### config.mk
export PLATFORM = sky130hd
export DESIGN_NAME = n_output_port_ctrl
export DESIGN_NICKNAME = d
export VERILOG_FILES = /design/src/rtl/noc_pkg.sv /design/src/rtl/n_out_flit_reg.sv /design/src/rtl/n_output_port_ctrl.sv
export SDC_FILE = /design/constraint.sdc
export NUM_CORES = 1
export LEC_CHECK = 0
export ABC_AREA = 0
export BUFFER_PORTS_ARGS = -buffer_cell sky130_fd_sc_hd__buf_4
export CELL_PAD_IN_SITES_DETAIL_PLACEMENT = 1
export CELL_PAD_IN_SITES_GLOBAL_PLACEMENT = 1
export CORE_MARGIN = 5
export CORE_UTILIZATION = 30
export CTS_CLUSTER_DIAMETER = 200
export DETAILED_ROUTE_END_ITERATION = 6
export PLACE_DENSITY = 0.86
export SLEW_MARGIN = 20
export SYNTH_ARGS = -nofsm -noshare
export SYNTH_HDL_FRONTEND = slang
export SYNTH_SLANG_ARGS = --single-unit
export TNS_END_PERCENT = 100
### constraint.sdc
create_clock -name clk -period 4.4 [get_ports clk]
set_input_delay 0.88 -clock clk [delete_from_list [all_inputs] [get_ports clk]]
set_output_delay 0.88 -clock clk [all_outputs]
set_load 0.01 [all_outputs]
### src/rtl/noc_pkg.sv
// noc_pkg: shared flit layout, port indices and output-port FSM states
package noc_pkg;
  localparam int DEF_DATA_W = 32;
  localparam int HEAD_BIT = DEF_DATA_W + 1;
  localparam int TAIL_BIT = DEF_DATA_W;
  typedef logic [DEF_DATA_W+1:0] flit_t;
  typedef enum logic [2:0] {P_N, P_S, P_W, P_E, P_L} port_e;
  typedef enum logic [1:0] {IDLE, XFER, ROTATE} out_state_e;
endpackage

### src/rtl/n_out_flit_reg.sv
// n_out_flit_reg: single-entry valid/ready output register for the north link
module n_out_flit_reg #(
  parameter int W = 34
) (
  input  logic         clk,
  input  logic         reset,
  input  logic         push,
  input  logic [W-1:0] data,
  input  logic         n_ready_i,
  output logic         load,
  output logic [W-1:0] n_flit_o,
  output logic         n_valid_o
);
  assign load = !n_valid_o || n_ready_i;
  always_ff @(posedge clk) begin
    if (reset) begin
      n_valid_o <= 1'b0;
      n_flit_o  <= '0;
    end else if (load) begin
      n_valid_o <= push;
      if (push) n_flit_o <= data;
    end
  end
endmodule

### src/rtl/n_output_port_ctrl.sv
// n_output_port_ctrl: locks the north output to the RR winner for one packet and streams its flits
module n_output_port_ctrl
  import noc_pkg::*;
#(
  parameter int DATA_W        = DEF_DATA_W,
  parameter int MAX_PKT_FLITS = 16
) (
  input  logic              clk,
  input  logic              reset,
  input  logic              rrp_n_priority_s_i,
  input  logic              rrp_n_priority_w_i,
  input  logic              rrp_n_priority_e_i,
  input  logic              rrp_n_priority_l_i,
  input  logic [DATA_W+1:0] s_flit_i,
  input  logic [DATA_W+1:0] w_flit_i,
  input  logic [DATA_W+1:0] e_flit_i,
  input  logic [DATA_W+1:0] l_flit_i,
  input  logic              s_valid_i,
  input  logic              w_valid_i,
  input  logic              e_valid_i,
  input  logic              l_valid_i,
  output logic              s_pop_o,
  output logic              w_pop_o,
  output logic              e_pop_o,
  output logic              l_pop_o,
  output logic [DATA_W+1:0] n_flit_o,
  output logic              n_valid_o,
  input  logic              n_ready_i,
  output logic              rr_register_change_order_o,
  output logic [3:0]        owner_o,
  output logic              protocol_err_o
);
  localparam int CW = $clog2(MAX_PKT_FLITS + 1);
  out_state_e state, state_nx;
  logic [3:0] grant, valid, cand, owner, sel, pop;
  logic [DATA_W+1:0] sel_flit;
  logic [CW-1:0] cnt, cnt_inc;
  logic load, sel_valid, head, tail, last, multi, pop_any, err_set;
  assign grant = {rrp_n_priority_s_i, rrp_n_priority_w_i, rrp_n_priority_e_i, rrp_n_priority_l_i};
  assign valid = {s_valid_i, w_valid_i, e_valid_i, l_valid_i};
  assign cand = grant[3] ? 4'b1000 : grant[2] ? 4'b0100 : grant[1] ? 4'b0010 : {3'b000, grant[0]};
  assign multi = |(grant & (grant - 4'd1));
  assign sel = state == IDLE ? cand : state == XFER ? owner : 4'b0000;
  assign sel_flit = sel[3] ? s_flit_i : sel[2] ? w_flit_i : sel[1] ? e_flit_i : l_flit_i;
  assign sel_valid = |(sel & valid);
  assign head = sel_flit[DATA_W+1];
  assign tail = sel_flit[DATA_W];
  assign cnt_inc = cnt + CW'(1);
  assign last = tail || cnt_inc == CW'(MAX_PKT_FLITS);
  assign {s_pop_o, w_pop_o, e_pop_o, l_pop_o} = pop;
  always_ff @(posedge clk) begin
    if (reset) state <= IDLE;
    else state <= state_nx;
  end
  always_comb begin
    state_nx = state == ROTATE ? IDLE : pop_any && last ? ROTATE : pop_any ? XFER : state;
  end
  always_comb begin
    pop_any = !reset && sel_valid && load && (state == XFER || head);
    pop = sel & {4{pop_any}};
    owner_o = state == XFER ? owner : 4'b0000;
    rr_register_change_order_o = state == ROTATE && !reset;
    err_set = (state == IDLE && (multi || (sel_valid && !head)))
      || (pop_any && ((state == XFER && head) || (!tail && cnt_inc == CW'(MAX_PKT_FLITS))));
  end
  always_ff @(posedge clk) begin
    if (reset) begin
      owner <= '0;
      cnt <= '0;
      protocol_err_o <= 1'b0;
    end else begin
      if (state == IDLE && pop_any) owner <= cand;
      if (state == ROTATE) cnt <= '0;
      else if (pop_any) cnt <= cnt_inc;
      if (err_set) protocol_err_o <= 1'b1;
    end
  end
  n_out_flit_reg #(.W(DATA_W + 2)) u_out (
    .clk(clk),
    .reset(reset),
    .push(pop_any),
    .data(sel_flit),
    .n_ready_i(n_ready_i),
    .load(load),
    .n_flit_o(n_flit_o),
    .n_valid_o(n_valid_o)
  );
endmodule

=== Yosys cells after proc, flatten, opt, wreduce, memory -nomap -nowiden ===
Index checks and enable logic that the tools add are counted.

* Bits of input ports: 147
* Word-level logic and storage cells: 53
* Flip-flop bits (word level): 47
* Output and inout port bits: 45

* $add $sub $neg: 2
* Bitwise operators: 3
* Equality and inequality tests: 3
* Muxes and demuxes: 10
* Reduce and logical (&&, ||, !) cells: 28

{| class="wikitable"
|+ Operator list
! cell !! number
|-
| 34-bit 2-to-1 mux || 3
|-
| 4-bit bitwise AND || 3
|-
| 4-bit 2-to-1 mux || 3
|-
| 1-bit logical AND || 11
|-
| 4-bit OR reduction || 2
|-
| 1-bit logical OR || 6
|-
| 2-bit 2-to-1 mux || 3
|-
| 5-bit by 1-bit adder with 5-bit output (second input constant) || 1
|-
| 5-bit == test (second input constant) || 1
|-
| 1-bit zero test || 4
|-
| 4-bit by 1-bit subtractor with 4-bit output (second input constant) || 1
|-
| 3-bit 2-to-1 mux || 1
|-
| 3-bit OR reduction || 1
|-
| 2-bit by 1-bit == test with 1-bit output (second input constant) || 1
|-
| 2-bit == test (second input constant) || 1
|-
| 2-bit zero test || 1
|-
| 2-bit AND reduction || 1
|-
| 2-bit nonzero test || 1
|-
| 2-bit OR reduction || 1
|}

=== Logic depth before layout (Yosys ltp) ===
Gate-level depths: netlist (run 1).

* Word-level depth: 12
* Depth in mapped cells: 9
* Depth with buffers taken out: 7

=== Modules after synthesis ===
A second synthesis (run 1) with hierarchy kept.

* Cells, all modules: 459
* Area total of the unflattened synthesis: 3643.5 µm²

{| class="wikitable"
|+ Modules (own cells, without submodules)
! module !! instances !! area each (µm²) !! cells an instance !! seq. area each (µm²)
|-
| n_output_port_ctrl || 1 || 1984.4 || 299 || 240.2
|-
| n_out_flit_reg || 1 || 1659.1 || 160 || 700.7
|}

=== Worst setup path after synthesis (run 1) ===
No wires, ideal clock.

* Path type: input port to output port
* From: input rrp_n_priority_s_i
* To: output e_pop_o
* Cell stages on the path: 8
* Arrival time: 2648 ps
* Data required time: 3520 ps
* Buffers on the path: 2
* Setup slack: 872 ps
* Path through: buf_6 or4b_4 a21o_1 buf_6 a211oi_2 nor2_1 o21ai_2 nor2_1

* Word-level cells in the longest chain between the ends: 8
* Elaborated cells between the ends (all ways): 12
* Those cells by class: mux: 5; bitwise: 2; reduce/logical: 5

{| class="wikitable"
|+ RTL lines
! item !! RTL line !! source
|-
| start, declared || n_output_port_ctrl.sv:10 || <nowiki>input logic rrp_n_priority_s_i,</nowiki>
|-
| 4-bit 2-to-1 mux * || n_output_port_ctrl.sv:41 || <nowiki>assign cand = grant[3] ? 4'b1000 : grant[2] ? 4'b0100 : grant[1] ? 4'b0010 : {3'b000, grant[0]};</nowiki>
|-
| 4-bit 2-to-1 mux * || n_output_port_ctrl.sv:43 || <nowiki>assign sel = state == IDLE ? cand : state == XFER ? owner : 4'b0000;</nowiki>
|-
| 4-bit bitwise AND / 34-bit 2-to-1 mux (equally long branches) || n_output_port_ctrl.sv:45, n_output_port_ctrl.sv:44 ||
|-
| 4-bit OR reduction / 34-bit 2-to-1 mux (equally long branches) || n_output_port_ctrl.sv:45, n_output_port_ctrl.sv:44 ||
|-
| 1-bit logical AND / 34-bit 2-to-1 mux (equally long branches) || n_output_port_ctrl.sv:59, n_output_port_ctrl.sv:44 ||
|-
| 1-bit logical AND / 1-bit logical OR (equally long branches) || n_output_port_ctrl.sv:59 || <nowiki>pop_any = !reset && sel_valid && load && (state == XFER || head);</nowiki>
|-
| 1-bit logical AND || n_output_port_ctrl.sv:59 ||
|-
| 4-bit bitwise AND * || n_output_port_ctrl.sv:60 || <nowiki>pop = sel & {4{pop_any}};</nowiki>
|-
| end, declared || n_output_port_ctrl.sv:24 || <nowiki>output logic e_pop_o,</nowiki>
|}

Mark *: on every way between the ends. The rest lies on a longest branch, timed or not.

=== Worst setup path after layout (run 1) ===
* From: input rrp_n_priority_s_i
* To: output w_pop_o

* Word-level cells in the longest chain between the ends: 8
* Elaborated cells between the ends (all ways): 12
* Those cells by class: mux: 5; bitwise: 2; reduce/logical: 5

{| class="wikitable"
|+ RTL lines
! item !! RTL line !! source
|-
| 4-bit 2-to-1 mux * || n_output_port_ctrl.sv:41 ||
|-
| 4-bit 2-to-1 mux * || n_output_port_ctrl.sv:43 ||
|-
| 4-bit bitwise AND / 34-bit 2-to-1 mux (equally long branches) || n_output_port_ctrl.sv:45, n_output_port_ctrl.sv:44 ||
|-
| 4-bit OR reduction / 34-bit 2-to-1 mux (equally long branches) || n_output_port_ctrl.sv:45, n_output_port_ctrl.sv:44 ||
|-
| 1-bit logical AND / 34-bit 2-to-1 mux (equally long branches) || n_output_port_ctrl.sv:59, n_output_port_ctrl.sv:44 ||
|-
| 1-bit logical AND / 1-bit logical OR (equally long branches) || n_output_port_ctrl.sv:59 ||
|-
| 1-bit logical AND || n_output_port_ctrl.sv:59 ||
|-
| 4-bit bitwise AND * || n_output_port_ctrl.sv:60 ||
|-
| end, declared || n_output_port_ctrl.sv:23 || <nowiki>output logic w_pop_o,</nowiki>
|}

Marks and branches as above.

==> results of run 1 <==
-- worst max-delay path: cells and delay by family --
kind | cells | cell delay (ns)
AO/OA/AOI/OAI | 3 | 0.86
buffers and inverters | 2 | 0.32
AND/OR/NAND/NOR | 3 | 0.82
-- flip-flops by register name (all words and copies together), names as in the netlist --
| name | flops |
|---|---|
| u_out.n_valid_o | 1 |
| owner | 4 |
| protocol_err_o | 1 |
| u_out.n_flit_o | 34 |
| state | 2 |
| cnt | 5 |
-- kinds of logic after synthesis --
family | after synthesis
xor gates and xnor gates | 1
muxes | 9
DFF | 47
and+or+nand+nor | 131
AOI/OAI and AO/OA | 192
adders and majority gates | 3
buffers and inverters | 40
-- Yosys cell counts, drive strengths merged (2+ instances only) --
cell type,n
nand2,76
a21oi,72
o21ai,68
dfxtp,47
a31oi,32
clkbuf,27
nor2,23
buf,10
mux2i,9
and2,6
nand2b,6
a211oi,5
nor3,4
inv,3
nor3b,3
o21a,3
a22oi,2
a32o,2
ha,2
nand3,2
nor2b,2
nor4,2
o41ai,2
-- stage by stage --
| step | instance area, sq um | std cells | setup WS [ns] | hold WS, ns |
|---|---|---|---|---|
| 2_1_floorplan | 2960 | 423 | 0.872 | 0.445 |
| 3_3_place_gp | 4470 | 720 | 0.692 | 0.465 |
| 3_5_place_dp | 4470 | 720 | 0.635 | 0.499 |
| 4_1_cts | 4570 | 728 | 0.637 | 0.516 |
| 5_1_grt | 4570 | 728 | 0.532 | 0.536 |
| 6_report | 4570 | 728 | 0.639 | 0.511 |
-- per-layer routing --
layer	up-vias	share of wire [%]	global-route usage (%)
met5	-	0	0
met4	0	1.3	4.81
met3	13	6.6	4.97
met2	114	52	37.7
met1	1808	40	23.7
li1	1858	-	-
-- worst min-delay path by stage --
stage / startpoint / endpoint
detailed placement: cnt[3]$_SDFFE_PP0N_ / cnt[3]$_SDFFE_PP0N_
CTS: cnt[3]$_SDFFE_PP0N_ / cnt[3]$_SDFFE_PP0N_
floorplan: owner[1]$_SDFFE_PP0P_ / owner[1]$_SDFFE_PP0P_
global route: owner[1]$_SDFFE_PP0P_ / owner[1]$_SDFFE_PP0P_
global placement: cnt[4]$_SDFFE_PP0N_ / cnt[4]$_SDFFE_PP0N_
finish: cnt[3]$_SDFFE_PP0N_ / cnt[3]$_SDFFE_PP0N_
-- final cells by class --
cell class,count,share of cell area [%]
well taps,133,3.64
inverters,3,0.246
multi-input cells,336,40.3
flip-flops and latches,47,20.6
repair buffers,201,33.0
clock buffers,8,2.19
-- power by group through the flow --
stage                     Clock (W)  Combinational (W)  Sequential (W)
after CTS                  0.000296           0.000465        0.000494
after global routing       0.000312           0.000508        0.000499
final                      0.000282           0.000459        0.000493
after global placement            0           0.000450        0.000501
after floorplan                   0           0.000230        0.000510
after detailed placement          0           0.000463        0.000503
==> impl_metrics.csv, run 1 <==
group,metric,value,unit
outcome,status,"completed",
setup_path,critPathMaxFanout,9,
logic_synthesis,synth_top_flop_cell,"dfxtp_1",
worst_hold_path,whs_path_depth,1,
global_route,grt_pass1_wl,19400,microns
clock_network,clkSinkCount,47,
route,postRouteAntennaNets,0,
logic_synthesis,synth.largest_area_cell,"dfxtp_1",
layout,finalNetCount,743,
layout,antenna_cells,0,
die,dieHeight,109,microns
setup_path,crit_type,"input port to primary output",
die,num_rows,36,
logic_synthesis,synthCells,423,
power,max-vdd-ir-drop,0.118,mV
logic_synthesis,synth_area_leaders,"dfxtp_1 (32%), a21oi_1 (12%), nand2_1 (9.7%)",
route,wl,12500,microns
logic_synthesis,synthesis.area,0.00296,sq mm
sta,rsz0062_at_grt,"no",
die,die-area,0.0119,sq mm
clock_network,clkSlewWorstSetupHoldPaths,0.08,ns
logic_synthesis,synth_compound_area_share,37.3,%
setup_path,worstSetupStartpointType,"input port",
power,p_sw,0.000406,W
setup_path,worstPathCellList,"buf_4 -> or4b_4 -> a21o_1 -> a211oi_2 -> nor2_1 -> o21ai_2 -> nor2_1 -> buf_4",
sta,period_needed,3.76,ns
route,drc,0,
sta,finalHoldViolCount,0,
layout,final_common_cell,"buf_4",
setup_path,r2r_end,"cnt[3]$_SDFFE_PP0N_",
place,place_congestion,0.881,
logic_synthesis,synth_mux_area_share,3.05,%
setup_path,critPathCaptureType,"primary output",
logic_synthesis,synth_edf_count,0,
sta,finalSetupViolations,0,
sta,post-route-period-util,85.5,%
setup_path,r2r_slack,1.62,ns
power,p_int,0.000829,W
setup_path,crit_end,"w_pop_o",
power,p_leak,2.05,nW
global_route,grt-ovfl-total,0,
power,power_frac_clock,22.9,%
global_route,antenna_found_initial,0,
layout,seq_area,941,sq um
sta,fmax,0.266,GHz
logic_synthesis,synth_cell_type_count,45,
die,die_w,109,microns
global_route,grt_pass1_vias,4001,
route,via_per_inst,5.21,
logic_synthesis,synth_top_family_by_area,"compound AO/OA/AOI/OAI gates",
clock_network,htreeDepth,2,
layout,multiInputGateArea,0.00184,sq mm
clock_network,cts_buffers,5,
setup_path,max_stage_delay,0.58,ns
power,p_comb_share,37.2,%
logic_synthesis,yosysWarnings,0,
logic_synthesis,synth_xor_area_share,0.296,%
power,p_per_area,270,mW/mm^2
global_route,grt_max_degree,67,
sta,skew,0.00598,ns
route,wl_per_cell,17.2,microns
worst_hold_path,holdCritPathClass,"flop to flop",
setup_path,rr_worst_depth,8,
setup_path,cp.required,3.52,ns
logic_synthesis,yosys.area_share.simple,20.2,%
setup_path,crit_start,"rrp_n_priority_s_i",
setup_path,worstReg2RegStart,"state[0]$_SDFFE_PP0N_",
route,vias,3793,
global_route,grt_usage,20.5,%
power,power.total,0.00124,W
power,p_seq_share,40.0,%
setup_path,arrival,2.88,ns
place,io_buffers,191,
logic_synthesis,syn_area_per_cell,6.99,sq um
place,place_hpwl,9770,microns
power,swShare,32.9,%
logic_synthesis,yosysSeqAreaShare,31.8,%
route,drtIter0Drc,143,
layout,drive_gt1_share,36.6,%
sta,tightest_slew,0.847,ns
logic_synthesis,ys_ff_latch,47,
sta,setup-tns-final,0,ns
clock_network,insertion_delay,0.29,ns
flow_run,drv_cap,0,
route,first_pass_iters,4,
logic_synthesis,synthAdderAreaFrac,1.19,%
sta,final-max-slew-violation-count,0,
die,start_util,30.5,%
clock_network,cts_tree,"built",
die,core,0.00968,sq mm
sta,max_slew_margin,43.5,%
layout,final_util,47.2,%
setup_path,crit_slowest_cell,"or4b_4",
layout,area_delta_synth_final,54.7,%
die,ioPinCount,192,
logic_synthesis,synthArstFlopShare,0,%
clock_network,cts_hold_buffers,0,
layout,fillCellCount,1270,
clock_network,post-cts-setup-buffers,0,
layout,layout_common_cells,"buf_4 (201), nand2_1 (76), a21oi_1 (70), dfxtp_1 (47), o21ai_1 (34)",
logic_synthesis,synth_nets,572,
clock_network,cts_root_buffer,"clkbuf_8",
clock_network,cts_buffer_depth,2,
clock_network,cts_resized,0,
logic_synthesis,yosys.area.top_type_share,31.8,%
Note: power is estimated with default switching activity, not from simulation.
==> inputs of run 2 (changes only) <==
--- a/config.mk
+++ b/config.mk
@@ -10,10 +10,10 @@
 export CELL_PAD_IN_SITES_DETAIL_PLACEMENT = 1
 export CELL_PAD_IN_SITES_GLOBAL_PLACEMENT = 1
 export CORE_MARGIN = 5
-export CORE_UTILIZATION = 30
+export CORE_UTILIZATION = 25
 export CTS_CLUSTER_DIAMETER = 200
 export DETAILED_ROUTE_END_ITERATION = 6
-export PLACE_DENSITY = 0.86
+export PLACE_DENSITY = 0.76
 export SLEW_MARGIN = 20
 export SYNTH_ARGS = -nofsm -noshare
 export SYNTH_HDL_FRONTEND = slang
==> constraint.sdc (replaced) <==
create_clock -name clk -period 3.1 [get_ports clk]
set_input_delay 0.62 -clock clk [delete_from_list [all_inputs] [get_ports clk]]
set_output_delay 0.62 -clock clk [all_outputs]
set_load 0.01 [all_outputs]
==> run 2 against run 1 <==
  * Die area rose by 18%
  * Non-clock buffer count rose by 10
  * Utilization fell by 6.0 points
  * Wire length rose by 3.2%
  * Combinational power up 52%
  * Global-route usage decreased by 2.6 points
  * Sequential cell count is the same
  * Via count is 0.13% higher
  * Cell count up 2.5%
  * First-iteration DRC count up 0.70%
  * Largest power group unchanged
==> impl_metrics.csv, run 2 (synthesis results as in run 1) <==
group,metric,value,unit
layout,finalNetCount,753,
place,place_hpwl,10200,microns
route,wl,12900,microns
sta,tightest_slew,0.543,ns
route,wl_per_cell,17.3,microns
setup_path,crit_type,"input port to primary output",
die,dieHeight,119,microns
layout,area_delta_synth_final,60.4,%
outcome,status,"completed",
layout,antenna_cells,0,
sta,skew,0.00584,ns
route,first_pass_iters,4,
global_route,grt_pass1_wl,21000,microns
worst_hold_path,holdCritPathClass,"flop to flop",
layout,top_regs,"u_out.n_flit_o x34, cnt x5, owner x4",
clock_network,cts_buffer_depth,2,
flow_run,drv_cap,0,
place,place_ws,0.0480,ns
global_route,grt_usage,17.8,%
die,die_w,119,microns
route,drtIter0Drc,144,
die,start_util,25.7,%
setup_path,cp.required,2.48,ns
clock_network,htreeDepth,2,
route,drc,0,
power,max-vdd-ir-drop,0.220,mV
sta,final-max-slew-violation-count,0,
global_route,gr-usage-met2,32.1,%
global_route,grt_pass1_vias,4166,
clock_network,clkSinkCount,47,
layout,fillCellCount,1461,
place,place_congestion,0.845,
global_route,grt_use_met1,21.3,%
power,power.total,0.00190,W
sta,period_needed,3.00,ns
layout,drive_gt1_share,38.1,%
sta,setup-tns-final,0,ns
clock_network,cts_tree,"built",
sta,fmax,0.333,GHz
power,p_per_area,400,mW/mm^2
setup_path,critPathCaptureType,"primary output",
global_route,use_met3,5.06,%
sta,max_slew_margin,63.3,%
clock_network,clkSlewWorstSetupHoldPaths,0.06,ns
global_route,grt_max_degree,47,
setup_path,arrival,2.38,ns
setup_path,critPathMaxFanout,8,
sta,hold_ws,0.484,ns
power,p_leak,2.12,nW
route,via_per_inst,5.09,
layout,top_register,"u_out.n_flit_o",
sta,setup_ws,0.0964,ns
die,core,0.0115,sq mm
place,io_buffers,191,
sta,finalHoldViolCount,0,
die,ioPinCount,192,
global_route,grt-ovfl-total,0,
clock_network,cts_root_buffer,"clkbuf_16",
clock_network,cts_buffers,5,
route,postRouteAntennaNets,0,
global_route,antenna_found_initial,0,
die,die-area,0.0141,sq mm
sta,finalSetupViolations,0,
layout,layout_common_cells,"buf_4 (209), nand2_1 (76), a21oi_1 (69), dfxtp_1 (46), o21ai_1 (34)",
die,num_rows,39,
clock_network,insertion_delay,0.28,ns
layout,largest_reg_flops,34,
route,vias,3798,
global_route,top_usage_layer,"met2",
layout,final_common_cell,"buf_4",
sta,post-route-period-util,96.9,%
setup_path,worstSetupStartpointType,"input port",
clock_network,cts_hold_buffers,0,
run 2: layer usage:
layer,wire length (microns),share of wire [%]
met5,0,0
met4,126,0.98
met3,921,7.1
met2,6460,50
met1,5400,42
run 2: area by class of cell:
class / instances / area [sq um] / share of cell area [%]
flip-flops and latches: 47 / 942 / 19.9
inverters: 3 / 11.3 / 0.238
multi-input cells: 336 / 1870 / 39.5
clock buffers: 6 / 129 / 2.72
repair buffers: 211 / 1610 / 33.9
well taps: 143 / 179 / 3.77
run 2: timing repair:
item                                    CTS  global route
gates resized for setup                   0             5
buffers inserted                          0             0
endpoints found under the setup margin    0             4
run 2: final timing paths:
path,endpoint,startpoint,slack [ns],depth (start not counted)
max,e_pop_o,rrp_n_priority_w_i,0.1,8
min,cnt[4]$_SDFFE_PP0N_,cnt[4]$_SDFFE_PP0N_,0.48,1
max reg2reg,cnt[3]$_SDFFE_PP0N_,state[0]$_SDFFE_PP0N_,0.56,8
min reg2reg,cnt[4]$_SDFFE_PP0N_,cnt[4]$_SDFFE_PP0N_,0.48,1
run 2: worst max-delay path, cell delays in order:
cell	delay, ns
buf_4	0.14
or4b_4	0.60
a21o_1	0.21
a211oi_2	0.26
nor2_2	0.09
o21ai_4	0.23
nor2_1	0.07
buf_4	0.16
run 2: through the flow:
step	util [%]	instance area, sq um	std cells
3_5_place_dp	39.9	4590	740
4_1_cts	41.0	4720	746
6_report	41.2	4740	746
2_1_floorplan	-	2960	423
3_3_place_gp	39.9	4590	740
5_1_grt	41.2	4740	746
run 2: power breakdown:
| group | leakage (nW) | internal [W] | switching, W | total [W] |
|---|---|---|---|---|
| clock | 0.0628 | 0.000290 | 0.000211 | 0.000502 |
| combinational | 1.68 | 0.000344 | 0.000353 | 0.000697 |
| sequential | 0.384 | 0.000659 | 0.0000391 | 0.000698 |
==> inputs of run 3 (changes only) <==
--- a/config.mk
+++ b/config.mk
@@ -13,6 +13,7 @@
 export CORE_UTILIZATION = 25
 export CTS_CLUSTER_DIAMETER = 200
 export DETAILED_ROUTE_END_ITERATION = 6
+export MAX_ROUTING_LAYER = met4
 export PLACE_DENSITY = 0.76
 export SLEW_MARGIN = 20
 export SYNTH_ARGS = -nofsm -noshare
==> run 3 against run 2 <==
  * Sequential cell count did not move
  * Fmax about the same
  * Via count increased by 0.74%
  * Utilization is the same
  * Setup slack improved by 0.0013 ns
  * Combinational power barely moved
  * Non-clock buffer count is the same
  * Critical path depth unchanged
  * Sequential power is essentially flat
  * Global-route usage increased by 0.53 points
  * Critical path type unchanged
  * Critical endpoint unchanged
  * Largest cell class unchanged
  * Largest power group unchanged
  * Highest routed layer unchanged
==> impl_metrics.csv, run 3 (synthesis results as in run 1) <==
group,metric,value,unit
clock_network,insertion_delay,0.28,ns
place,post_dp_cell_area,0.00459,sq mm
power,p_comb_share,36.8,%
setup_path,max_stage_delay,0.60,ns
sta,final-max-slew-violation-count,0,
global_route,grt_max_degree,47,
global_route,grt_usage,18.4,%
setup_path,cp_common_cell,"buf_4",
place,place_congestion,0.858,
setup_path,cp_top_family,"simple AND/OR/NAND/NOR gates",
global_route,grt_pass1_vias,4173,
place,dp.cells,740,
route,wl,12900,microns
setup_path,critPathCaptureType,"primary output",
clock_network,htreeDepth,2,
power,power.total,0.00190,W
layout,top_regs,"u_out.n_flit_o x34, cnt x5, owner x4",
layout,final_common_cell,"buf_4",
sta,skew,0.00593,ns
setup_path,worstPathCellList,"buf_4 -> or4b_4 -> a21o_1 -> a211oi_2 -> nor2_2 -> o21ai_4 -> nor2_1 -> buf_4",
power,p_sw,0.000604,W
global_route,grt_pass1_wl,21000,microns
die,start_util,25.7,%
layout,area_delta_synth_final,60.4,%
clock_network,cts_tree,"built",
sta,fmax,0.333,GHz
route,wl_per_cell,17.3,microns
power,power_frac_clock,26.4,%
sta,tightest_slew,0.543,ns
worst_hold_path,holdCritPathClass,"flop to flop",
route,postRouteAntennaNets,0,
layout,drive_gt1_share,38.1,%
setup_path,crit_slowest_cell,"or4b_4",
layout,fillCellCount,1461,
die,ioPinCount,192,
layout,layoutNonFillerInstCount,746,
setup_path,worst-path-buf-inv,2,
clock_network,cts_buffer_depth,2,
sta,period_needed,3.00,ns
route,drc,0,
setup_path,worstSetupStartpointType,"input port",
sta,finalSetupViolations,0,
die,num_rows,39,
setup_path,cp.required,2.48,ns
setup_path,arrival,2.38,ns
clock_network,clkSinkCount,47,
die,dieHeight,119,microns
die,die_w,119,microns
die,core,0.0115,sq mm
layout,top_register,"u_out.n_flit_o",
setup_path,crit_type,"input port to primary output",
global_route,grt-ovfl-total,0,
sta,hold_ws,0.484,ns
route,vias,3826,
layout,fin_area,0.00474,sq mm
place,io_buffers,191,
power,swShare,31.8,%
layout,largest_reg_flops,34,
power,p_seq_share,36.8,%
sta,post-route-period-util,96.8,%
layout,finalNetCount,753,
power,max-vdd-ir-drop,0.220,mV
sta,finalHoldViolCount,0,
route,drtIter0Drc,151,
power,p_int,0.00129,W
layout,layout_common_cells,"buf_4 (209), nand2_1 (76), a21oi_1 (69), dfxtp_1 (46), o21ai_1 (34)",
power,p_leak,2.12,nW
clock_network,cts_buffers,5,
clock_network,post-cts-setup-buffers,0,
power,p_per_area,400,mW/mm^2
outcome,status,"completed",
layout,antenna_cells,0,
route,via_per_inst,5.13,
clock_network,clkSlewWorstSetupHoldPaths,0.06,ns
place,place_hpwl,10200,microns
route,first_pass_iters,4,
flow_run,drv_cap,0,
sta,max_slew_margin,63.3,%
setup_path,critPathMaxFanout,8,
global_route,antenna_found_initial,0,
die,die-area,0.0141,sq mm
clock_network,cts_root_buffer,"clkbuf_16",
-- run 3: cell counts in the layout (fill, tap and decap cells not counted) --
Identical to the previous run, type by type.
-- run 3: cell type report --
cell class                 count  area [sq um]  share of cell area, %
clock buffer                   6           129                   2.72
multi-input combinational    336          1870                   39.5
tap                          143           179                   3.77
sequential                    47           942                   19.9
timing repair buffer         211          1610                   33.9
inverter                       3          11.3                  0.238
-- run 3: power by group through the flow --
stage | Combinational (W) | Sequential, W | Clock, W
floorplan | 0.000327 | 0.000723 | 0
global placement | 0.000680 | 0.000708 | 0
detailed placement | 0.000698 | 0.000711 | 0
CTS | 0.000701 | 0.000698 | 0.000523
global route | 0.000775 | 0.000704 | 0.000543
finish | 0.000698 | 0.000698 | 0.000501
-- run 3: timing repair --
item                                    in CTS  in global routing
hold buffers                                 0                  0
endpoints found under the setup margin       0                  4
resized for setup                            0                  5
-- run 3: per-layer routing --
metal	up-vias	global-route usage [%]	share of wire [%]
met2	138	32.0	50
met3	18	3.68	5.6
met1	1795	22.1	44
met4	0	3.33	1.1
li1	1875	-	-
met5	-	-	0
-- run 3: path summary, 6_finish.rpt --
| kind | start | endpoint | slack (ns) | cells after the start |
|---|---|---|---|---|
| setup / recovery | rrp_n_priority_w_i | e_pop_o | 0.1 | 8 |
| hold / removal | cnt[4]$_SDFFE_PP0N_ | cnt[4]$_SDFFE_PP0N_ | 0.48 | 1 |
| setup reg to reg | state[0]$_SDFFE_PP0N_ | cnt[3]$_SDFFE_PP0N_ | 0.57 | 8 |
| hold reg to reg | cnt[4]$_SDFFE_PP0N_ | cnt[4]$_SDFFE_PP0N_ | 0.48 | 1 |
-- run 3: stage by stage --
stage | util, % | worst slack [ns] | TNS (ns)
CTS | 41.0 | 0.0499 | 0
global placement | 39.9 | 0.113 | 0
global route | 41.2 | -0.00259 | -0.00259
detailed placement | 39.9 | 0.0480 | 0
floorplan | - | 0.0915 | 0
finish | 41.2 | 0.0977 | 0
